[config.mk]
export PLATFORM = sky130hd
export DESIGN_NAME = cache_controller
export DESIGN_NICKNAME = d
export VERILOG_FILES = /design/src/rtl/cache_pkg.sv /design/src/rtl/cache_controller_timer.sv /design/src/rtl/cache_controller.sv
export SDC_FILE = /design/constraint.sdc
export NUM_CORES = 1
export LEC_CHECK = 0
export CAP_MARGIN = 20
export CORE_MARGIN = 2
export CORE_UTILIZATION = 44
export CTS_BUF_LIST = sky130_fd_sc_hd__clkbuf_8 sky130_fd_sc_hd__clkbuf_16
export DETAILED_ROUTE_END_ITERATION = 8
export DONT_BUFFER_PORTS = 1
export PLACE_DENSITY_LB_ADDON = 0.15
export SYNTH_ARGS = -nofsm -noshare
export SYNTH_HDL_FRONTEND = slang
export SYNTH_SLANG_ARGS = --single-unit
export TNS_END_PERCENT = 1
[constraint.sdc]
create_clock -name clk -period 2.5 [get_ports clk]
set_input_delay 0.5 -clock clk [delete_from_list [all_inputs] [get_ports clk]]
set_output_delay 0.5 -clock clk [all_outputs]
set_load 0.02 [all_outputs]
[src/rtl/cache_pkg.sv]
// Shared definitions for the 4-way data cache controller and its datapath:
// state encoding, strobe bit positions and way/LRU widths.
package cache_pkg;

  localparam int unsigned WAYS        = 4;
  localparam int unsigned LRU_W       = $clog2(WAYS);
  localparam int unsigned STATE_W     = 4;
  localparam int unsigned NUM_STROBES = 8;

  localparam int unsigned C_LATCH    = 0;
  localparam int unsigned C_RD       = 1;
  localparam int unsigned C_WR       = 2;
  localparam int unsigned C_ACCESS   = 3;
  localparam int unsigned C_ASK      = 4;
  localparam int unsigned C_FREE_SEL = 5;
  localparam int unsigned C_LOAD     = 6;
  localparam int unsigned C_LRU_SEL  = 7;

  typedef enum logic [STATE_W-1:0] {
    ST_IDLE        = 4'd0,
    ST_LATCH       = 4'd1,
    ST_LOOKUP      = 4'd2,
    ST_ACCESS      = 4'd3,
    ST_SELECT      = 4'd4,
    ST_VICTIM      = 4'd5,
    ST_WB          = 4'd6,
    ST_REFILL_REQ  = 4'd7,
    ST_REFILL_WAIT = 4'd8,
    ST_LOAD        = 4'd9,
    ST_DONE        = 4'd10
  } state_e;

  // Strobe pattern the cache datapath sees while the controller sits in state s.
  function automatic logic [NUM_STROBES-1:0] strobes_for(input state_e s, input logic we);
    logic [NUM_STROBES-1:0] v;
    v = '0;
    case (s)
      ST_LATCH:      v[C_LATCH] = 1'b1;
      ST_ACCESS: begin
        v[C_RD]     = ~we;
        v[C_WR]     = we;
        v[C_ACCESS] = 1'b1;
      end
      ST_SELECT:     v[C_FREE_SEL] = 1'b1;
      ST_VICTIM:     v[C_LRU_SEL]  = 1'b1;
      ST_REFILL_REQ: v[C_ASK]      = 1'b1;
      ST_LOAD:       v[C_LOAD]     = 1'b1;
      default:       v = '0;
    endcase
    return v;
  endfunction

endpackage

[src/rtl/cache_controller_timer.sv]
// Cycle counter with load/enable; expire is high on the last enabled cycle
// before the count would reach limit.
module mem_timeout_timer #(
  parameter int W = 8
) (
  input  logic         clk,
  input  logic         rst,
  input  logic         load,
  input  logic         en,
  input  logic [W-1:0] limit,
  output logic         expire
);

  logic [W-1:0] cnt;

  always_ff @(posedge clk) begin
    if (rst)       cnt <= '0;
    else if (load) cnt <= '0;
    else if (en)   cnt <= cnt + W'(1);
  end

  assign expire = en && (cnt == limit - W'(1));

endmodule

[src/rtl/cache_controller.sv]
// Sequencing FSM for the 4-way set-associative data cache: CPU handshake,
// lookup/access strobes, victim write-back, refill and replay.
//
// state       | meaning
// IDLE        | waiting for cpu_req
// LATCH       | c0: cache latches address/data
// LOOKUP      | tag compare settling (LOOKUP_CYCLES)
// ACCESS      | c1/c2 + c3: hit access, sample hit/miss
// SELECT      | c5: look for a free way
// VICTIM      | c7: LRU victim chosen, check its dirty bit
// WB          | write back dirty victim to memory
// REFILL_REQ  | c4: ask cache to prepare refill
// REFILL_WAIT | read block from memory
// LOAD        | c6: load refill data, then replay
// DONE        | cpu_ack (and cpu_err on failure)
module cache_controller
  import cache_pkg::*;
#(
  parameter int LOOKUP_CYCLES = 2,
  parameter int MEM_TIMEOUT   = 255
) (
  input  logic            clk,
  input  logic            rst,
  input  logic            cpu_req,
  input  logic            cpu_we,
  output logic            cpu_ack,
  output logic            cpu_err,
  input  logic            hit,
  input  logic            miss,
  input  logic            free,
  input  logic [WAYS-1:0] dirty,
  input  logic [WAYS-1:0] and_val,
  output logic            c0,
  output logic            c1,
  output logic            c2,
  output logic            c3,
  output logic            c4,
  output logic            c5,
  output logic            c6,
  output logic            c7,
  output logic            mem_req,
  output logic            mem_we,
  input  logic            mem_ready,
  output logic            busy
);

  localparam int TW = $clog2(MEM_TIMEOUT + 1);

  state_e                 state, state_d;
  logic                   we_q, we_d;
  logic                   retry_q, retry_d;
  logic                   err_d;
  logic                   tmr_load, tmr_en, tmr_expire;
  logic [TW-1:0]          tmr_limit;
  logic [NUM_STROBES-1:0] strobe_q, strobe_d;
  logic                   ack_d, mem_req_d, mem_we_d, busy_d;

  // One timer serves both the lookup delay and the memory wait; every state
  // that uses it is entered from exactly one predecessor, which does the load.
  assign tmr_load  = state inside {ST_LATCH, ST_VICTIM, ST_REFILL_REQ};
  assign tmr_en    = state inside {ST_LOOKUP, ST_WB, ST_REFILL_WAIT};
  assign tmr_limit = (state == ST_LOOKUP) ? TW'(LOOKUP_CYCLES) : TW'(MEM_TIMEOUT);

  mem_timeout_timer #(.W(TW)) u_timer (
    .clk    (clk),
    .rst    (rst),
    .load   (tmr_load),
    .en     (tmr_en),
    .limit  (tmr_limit),
    .expire (tmr_expire)
  );

  always_comb begin
    state_d = state;
    we_d    = we_q;
    retry_d = retry_q;
    err_d   = 1'b0;
    case (state)
      ST_IDLE: if (cpu_req) begin
        state_d = ST_LATCH;
        we_d    = cpu_we;
      end
      ST_LATCH:  state_d = ST_LOOKUP;
      ST_LOOKUP: if (tmr_expire) state_d = ST_ACCESS;
      ST_ACCESS: begin
        // Inconsistent hit/miss is a datapath fault and takes the miss path.
        if (hit && !miss) begin
          state_d = ST_DONE;
        end else if (retry_q) begin
          state_d = ST_DONE;
          err_d   = 1'b1;
        end else begin
          state_d = ST_SELECT;
        end
      end
      ST_SELECT: state_d = free ? ST_REFILL_REQ : ST_VICTIM;
      ST_VICTIM: state_d = |(dirty & and_val) ? ST_WB : ST_REFILL_REQ;
      ST_WB: begin
        if (mem_ready) begin
          state_d = ST_REFILL_REQ;
        end else if (tmr_expire) begin
          state_d = ST_DONE;
          err_d   = 1'b1;
        end
      end
      ST_REFILL_REQ: state_d = ST_REFILL_WAIT;
      ST_REFILL_WAIT: begin
        if (mem_ready) begin
          state_d = ST_LOAD;
        end else if (tmr_expire) begin
          state_d = ST_DONE;
          err_d   = 1'b1;
        end
      end
      ST_LOAD: begin
        retry_d = 1'b1;
        state_d = ST_LATCH;
      end
      ST_DONE: begin
        retry_d = 1'b0;
        state_d = ST_IDLE;
      end
      default: state_d = ST_IDLE;
    endcase
  end

  // Outputs are decoded from the next state and registered alongside it.
  always_comb begin
    strobe_d  = strobes_for(state_d, we_d);
    ack_d     = (state_d == ST_DONE);
    mem_req_d = state_d inside {ST_WB, ST_REFILL_WAIT};
    mem_we_d  = (state_d == ST_WB);
    busy_d    = (state_d != ST_IDLE);
  end

  always_ff @(posedge clk) begin
    if (rst) begin
      state    <= ST_IDLE;
      we_q     <= 1'b0;
      retry_q  <= 1'b0;
      strobe_q <= '0;
      cpu_ack  <= 1'b0;
      cpu_err  <= 1'b0;
      mem_req  <= 1'b0;
      mem_we   <= 1'b0;
      busy     <= 1'b0;
    end else begin
      state    <= state_d;
      we_q     <= we_d;
      retry_q  <= retry_d;
      strobe_q <= strobe_d;
      cpu_ack  <= ack_d;
      cpu_err  <= err_d;
      mem_req  <= mem_req_d;
      mem_we   <= mem_we_d;
      busy     <= busy_d;
    end
  end

  assign c0 = strobe_q[C_LATCH];
  assign c1 = strobe_q[C_RD];
  assign c2 = strobe_q[C_WR];
  assign c3 = strobe_q[C_ACCESS];
  assign c4 = strobe_q[C_ASK];
  assign c5 = strobe_q[C_FREE_SEL];
  assign c6 = strobe_q[C_LOAD];
  assign c7 = strobe_q[C_LRU_SEL];

endmodule
; Word level (Yosys, flattened, before mapping)
; Cells that the tools add are included.
[op_classes]
bitwise = 3
reduce_logical = 13
mux = 25
addsub = 2
n_eq_ne = 20
[op_table]
columns = operator, count
row1 = $pmux 4 s10, 1
row2 = $eq 4x3->1 const B, 8
row3 = $mux 4, 7
row4 = $eq 4x4->1 const B, 6
row5 = $eq 4x2->1 const B, 3
row6 = $mux 1, 12
row7 = $add 8x1->8 const B, 1
row8 = $eq 4x1->1 const B, 2
row9 = $eq 8x8->1, 1
row10 = $mux 8, 1
row11 = $sub 8x1->8 const B, 1
row12 = $reduce_bool 3->1, 2
row13 = $reduce_or 2->1, 3
row14 = $and 4x4->4, 1
row15 = $logic_not 4->1, 1
row16 = $pmux 1 s2, 2
row17 = $reduce_bool 2->1, 2
row18 = $reduce_bool 4->1, 1
row19 = $reduce_or 4->1, 1
row20 = $mux 3, 1
row21 = $logic_and 1x1->1, 2
row22 = $mux 2, 1
row23 = $not 1->1, 2
row24 = $logic_not 1->1, 1
[word_totals]
reg_bits = 27
elab_cells = 74
out_inout_bits = 13
input_bits = 16

; Longest topological paths before layout
[logic_depth]
word_depth = 11
ltp_mapped = 7
depth_no_buf = 5

; Hierarchy
; From an unflattened synthesis, not the netlist that was laid out.
[hier_totals]
hier_cells = 183
area_unflattened_um2 = 1541.5
[modules_own_cells]
columns = mod, seq_area_each_um2, cells_each, area_each_um2, n_inst
row1 = cache_controller, 380.4, 108, 942.2, 1
row2 = mem_timeout_timer, 160.2, 75, 599.3, 1

; Worst setup path before layout
; OpenSTA, ideal clock, no wires.
[synth_path]
kind = register -> register
from = reg state[3]
to = reg mem_req
setup_slack_ns = 0.703
required_ns = 2.400
stages_incl_launch_ff = 8
setup_ns = 0.100
synth_period_minus_slack_ns = 1.797
path_buffers = 2
arrival_ns = 1.698
path_cell_list = dfxtp_1 -> or3b_1 -> buf_2 -> o21ai_2 -> o311ai_1 -> and2_1 -> buf_6 -> a2111oi_4
[synth_via]
elab_chain_len = 10
word_cells_on_any_way = 24
classes_between = add/sub: 1 / eq/ne: 12 / mux: 7 / reduce/logical: 4
[synth_rtl]
columns = item, line
row1 = "start, declared", cache_controller.sv:49  ; state_e state, state_d;
row2 = "start signal, assigned", cache_controller.sv:148  ; state <= state_d;
row3 = $eq 4x2->1, "cache_controller.sv:61, cache_controller.sv:62, cache_controller.sv:78"
row4 = $mux 8, cache_controller.sv:62  ; assign tmr_limit = (state == ST_LOOKUP) ? TW'(LOOKUP_CYCLES) : TW'(MEM_TIMEOUT);
row5 = $sub 8x1->8, cache_controller_timer.sv:22  ; assign expire = en && (cnt == limit - W'(1));
row6 = $eq 8x8->1, cache_controller_timer.sv:22
row7 = $logic_and 1x1->1, cache_controller_timer.sv:22
row8 = $mux 4, "cache_controller.sv:101, cache_controller.sv:110"
row9 = "$mux 4, on equally long branches", "cache_controller.sv:108, cache_controller.sv:99"
row10 = $pmux 4 s10 (*), cache_controller.sv:78  ; case (state)
row11 = $eq 4x3->1 or $eq 4x4->1 (tied branches), cache_controller.sv:131  ; mem_req_d = state_d inside {ST_WB, ST_REFILL_WAIT};
row12 = $reduce_bool 2->1 (*), cache_controller.sv:131
row13 = "end signal, assigned", cache_controller.sv:154  ; mem_req <= mem_req_d;
row14 = "end, declared", cache_controller.sv:41  ; output logic mem_req,
; Every way passes the cells marked *; elsewhere a longest branch is shown, timed or not.
; A chain may end at the register's enable or synchronous reset.

; Final worst setup path
[layout_path]
from = reg state[2]
to = reg busy
[layout_via]
elab_chain_len = 9
word_cells_on_any_way = 22
classes_between = add/sub: 1 / eq/ne: 10 / mux: 7 / reduce/logical: 4
[layout_rtl]
columns = item, line
row1 = $eq 4x2->1, "cache_controller.sv:61, cache_controller.sv:62, cache_controller.sv:78"
row2 = $mux 8, cache_controller.sv:62
row3 = $sub 8x1->8, cache_controller_timer.sv:22
row4 = $eq 8x8->1, cache_controller_timer.sv:22
row5 = $logic_and 1x1->1, cache_controller_timer.sv:22
row6 = $mux 4, "cache_controller.sv:101, cache_controller.sv:110"
row7 = "$mux 4, on equally long branches", "cache_controller.sv:108, cache_controller.sv:99"
row8 = $pmux 4 s10 (*), cache_controller.sv:78
row9 = $reduce_bool 4->1 (*), cache_controller.sv:133  ; busy_d = (state_d != ST_IDLE);
row10 = "end signal, assigned", cache_controller.sv:156  ; busy <= busy_d;
row11 = "end, declared", cache_controller.sv:44  ; output logic busy
; Marks and branches as above.

==> results_dict.tcl <==
set metrics [dict create \
    die_area_sq_um 3480 \
    vdd_drop_max_uv 424 \
    place_area_sq_um 1360 \
    fmax_mhz 473 \
    worstSetupPathType "flop to flop" \
    avgSynthCellArea_sq_um 8.80 \
    wire_per_inst_microns 15.1 \
    fin_crit_sh_pct 84.6 \
    core_sq_um 2810 \
    synth_edf_count 0 \
    clk_pin_slew_ns 0.09 \
    final_common_cell "dfxtp_1" \
    clock_path_buffers 2 \
    detail_route.vias_per_cell 6.05 \
    syn-cell-area_sq_um 1330 \
    cts.hold.buffers_added 0 \
    cellLeakagePower_nw 0.514 \
    synthDistinctLibCells 49 \
    grt_pass1_vias 1042 \
    postCtsResizedCells 0 \
    grt_usage_pct 17.2 \
    status "complete, but fails checks" \
    syn_to_final_growth_pct 5.84 \
    dieWidth_microns 59.0 \
    hold_violations 0 \
    maxSlewViolCount 0 \
    violations "design-rule violations" \
    synth_cells 151 \
    ios 29 \
    grt_pass1_wl_microns 4570 \
    path_max_fanout 12 \
    crit_chain "or3b_1 -> a21oi_2 -> a2111oi_0 -> o21ai_1 -> o31a_1" \
    detailed_place_hpwl_microns 2050 \
    hold_path.class "primary input to flop" \
    timing.hold.ws_ns 0.278 \
    clock_latency_ns 0.27 \
    synthFlopType "dfxtp_1" \
    dr_total_vias 1108 \
    async_reset_ff_share_pct 0 \
    reg.largest.list "strobe_q: 8 flops, u_timer.cnt: 8 flops, state: 4 flops" \
    nets 170 \
    hold_path_depth 1 \
    die_y_microns 59.0 \
    wirelength_microns 2770 \
    relSlewSlack_pct 60.9 \
    drt-pass1-iter-count 6 \
    reg2reg_depth 5 \
    yosysSeqAreaShare_pct 40.7 \
    cts_root_buf "clkbuf_8" \
    cp_slowest_cell "dfxtp_1" \
    crit_arrival_ns 2.29 \
    layout_common_cells "dfxtp_1, nor2_1, nand2_1" \
    powerDensity_nw_per_um2 626 \
    design_area_sq_um 1410 \
    drtAntennaViolNets 0 \
    drc 2 \
    antenna_found_initial 0 \
    port-buffer-count 0 \
    htreeDepth 1 \
    grt_overflow 0 \
    yosys_warnings 0 \
    globalplace.congestion 0.939 \
    cts_made_buffers 3 \
    post_cts_buffers 0 \
    drt-initial-drc-count 42 \
    drive_gt1_share_pct 11.2 \
    cts_tree "built" \
    syn-num-nets 168 \
    start_util_pct 47.4 \
    clkSinkCount 27 \
    grt_max_degree 16 \
    antenna_cells 0 \
    end_kind "flop" \
    fin_skew_ns 0.00354 \
    cap_violations 0 \
    cpPeakStageDelay_ns 0.56 \
    fin_setup_tns_ns 0 \
    max_slew.worst_pin.slew_ns 0.571 \
    num_rows 19 \
    yosys_register_bits 27 \
    rsz0062_at_grt "no" \
    setup.worst_path.start_class "flop" \
    min_period_ns 2.12 \
    required_ns 2.67 \
    setup_viol 0 \
]
metrics by stage:
stage | utilization (%) | std cells | total power [mW] | setup WS (ns)
final | 50.1 | 183 | 0.880 | 0.385
after global routing | 50.1 | 183 | 0.921 | 0.205
after CTS | 50.1 | 183 | 0.893 | 0.383
after detailed placement | 48.5 | 179 | 0.646 | 0.405
after global placement | 48.5 | 179 | 0.645 | 0.469
after floorplan | - | 151 | 0.619 | 0.703
final cells by class:
class / instances / area [sq um]
sequential: 27 / 541
multi-input combinational: 111 / 728
inverter: 6 / 22.5
timing repair buffer: 4 / 30.0
fill: 286 / 1400
tap: 31 / 38.8
clock buffer: 3 / 41.3
clock inverter: 1 / 5.00
cell families after synthesis:
group	after synthesis	share of synthesized area [%]
adders and majority gates	1	0.941
muxes	2	1.51
buffers and inverters	13	4.52
DFF	27	40.7
AOI/OAI and AO/OA	30	18.4
and+or+nand+nor	71	29.4
xor gates and xnor gates	7	4.61
synth_stat cells (all sizes together) (2+ instances only):
library cell  instances  area share (%)
a21oi                 8             3.6
nor2b                 3             1.4
or2                   6             2.8
nand3b                2             1.1
xnor2                 3             2.0
o21ai                 3             1.4
clkbuf                3            0.85
inv                   6             1.7
o31ai                 2             1.1
a21o                  2             1.1
or3                   2            0.94
buf                   4             2.0
dfxtp                27              41
and2                  3             1.4
mux2i                 2             1.5
nand2                 8             2.3
o31a                  2             1.3
nand4                 4             1.9
nor4b                 2             1.8
nor4                  5             2.4
o32ai                 2             1.3
o311ai                2             1.3
xor2                  4             2.6
a22oi                 2             1.1
nor2                 17             4.8
nand3                 5             1.9
a2111oi               2             2.7
nor3                  7             2.6
worst paths after layout:
| kind | startpoint | end | slack [ns] |
|---|---|---|---|
| setup / recovery | state[2] | busy | 0.38 |
| hold / removal | rst | mem_req | 0.28 |
| setup reg to reg | state[2] | busy | 0.38 |
| hold reg to reg | retry_q | retry_q | 0.51 |
worst max-delay path, delay by kind of cell, from the launching register on:
family	cells	cell delay, ns
DFF	1	0.56
AOI/OAI and AO/OA	4	1.13
and+or+nand+nor	1	0.32
routing by layer:
| layer | wire, microns | track usage, % | vias to the layer above |
|---|---|---|---|
| li1 | - | - | 554 |
| met1 | 1330 | 24.3 | 516 |
| met2 | 1240 | 23.8 | 33 |
| met3 | 161 | 5.05 | 5 |
| met4 | 39 | 8.44 | 0 |
| met5 | 0 | 0 | - |
where the power goes:
part	internal (mW)	total (mW)	switching [mW]	leakage, nW
Sequential	0.450	0.478	0.0274	0.219
Clock	0.112	0.244	0.133	0.0255
Combinational	0.0622	0.158	0.0962	0.269
Note: power is estimated with default switching activity, not from simulation.
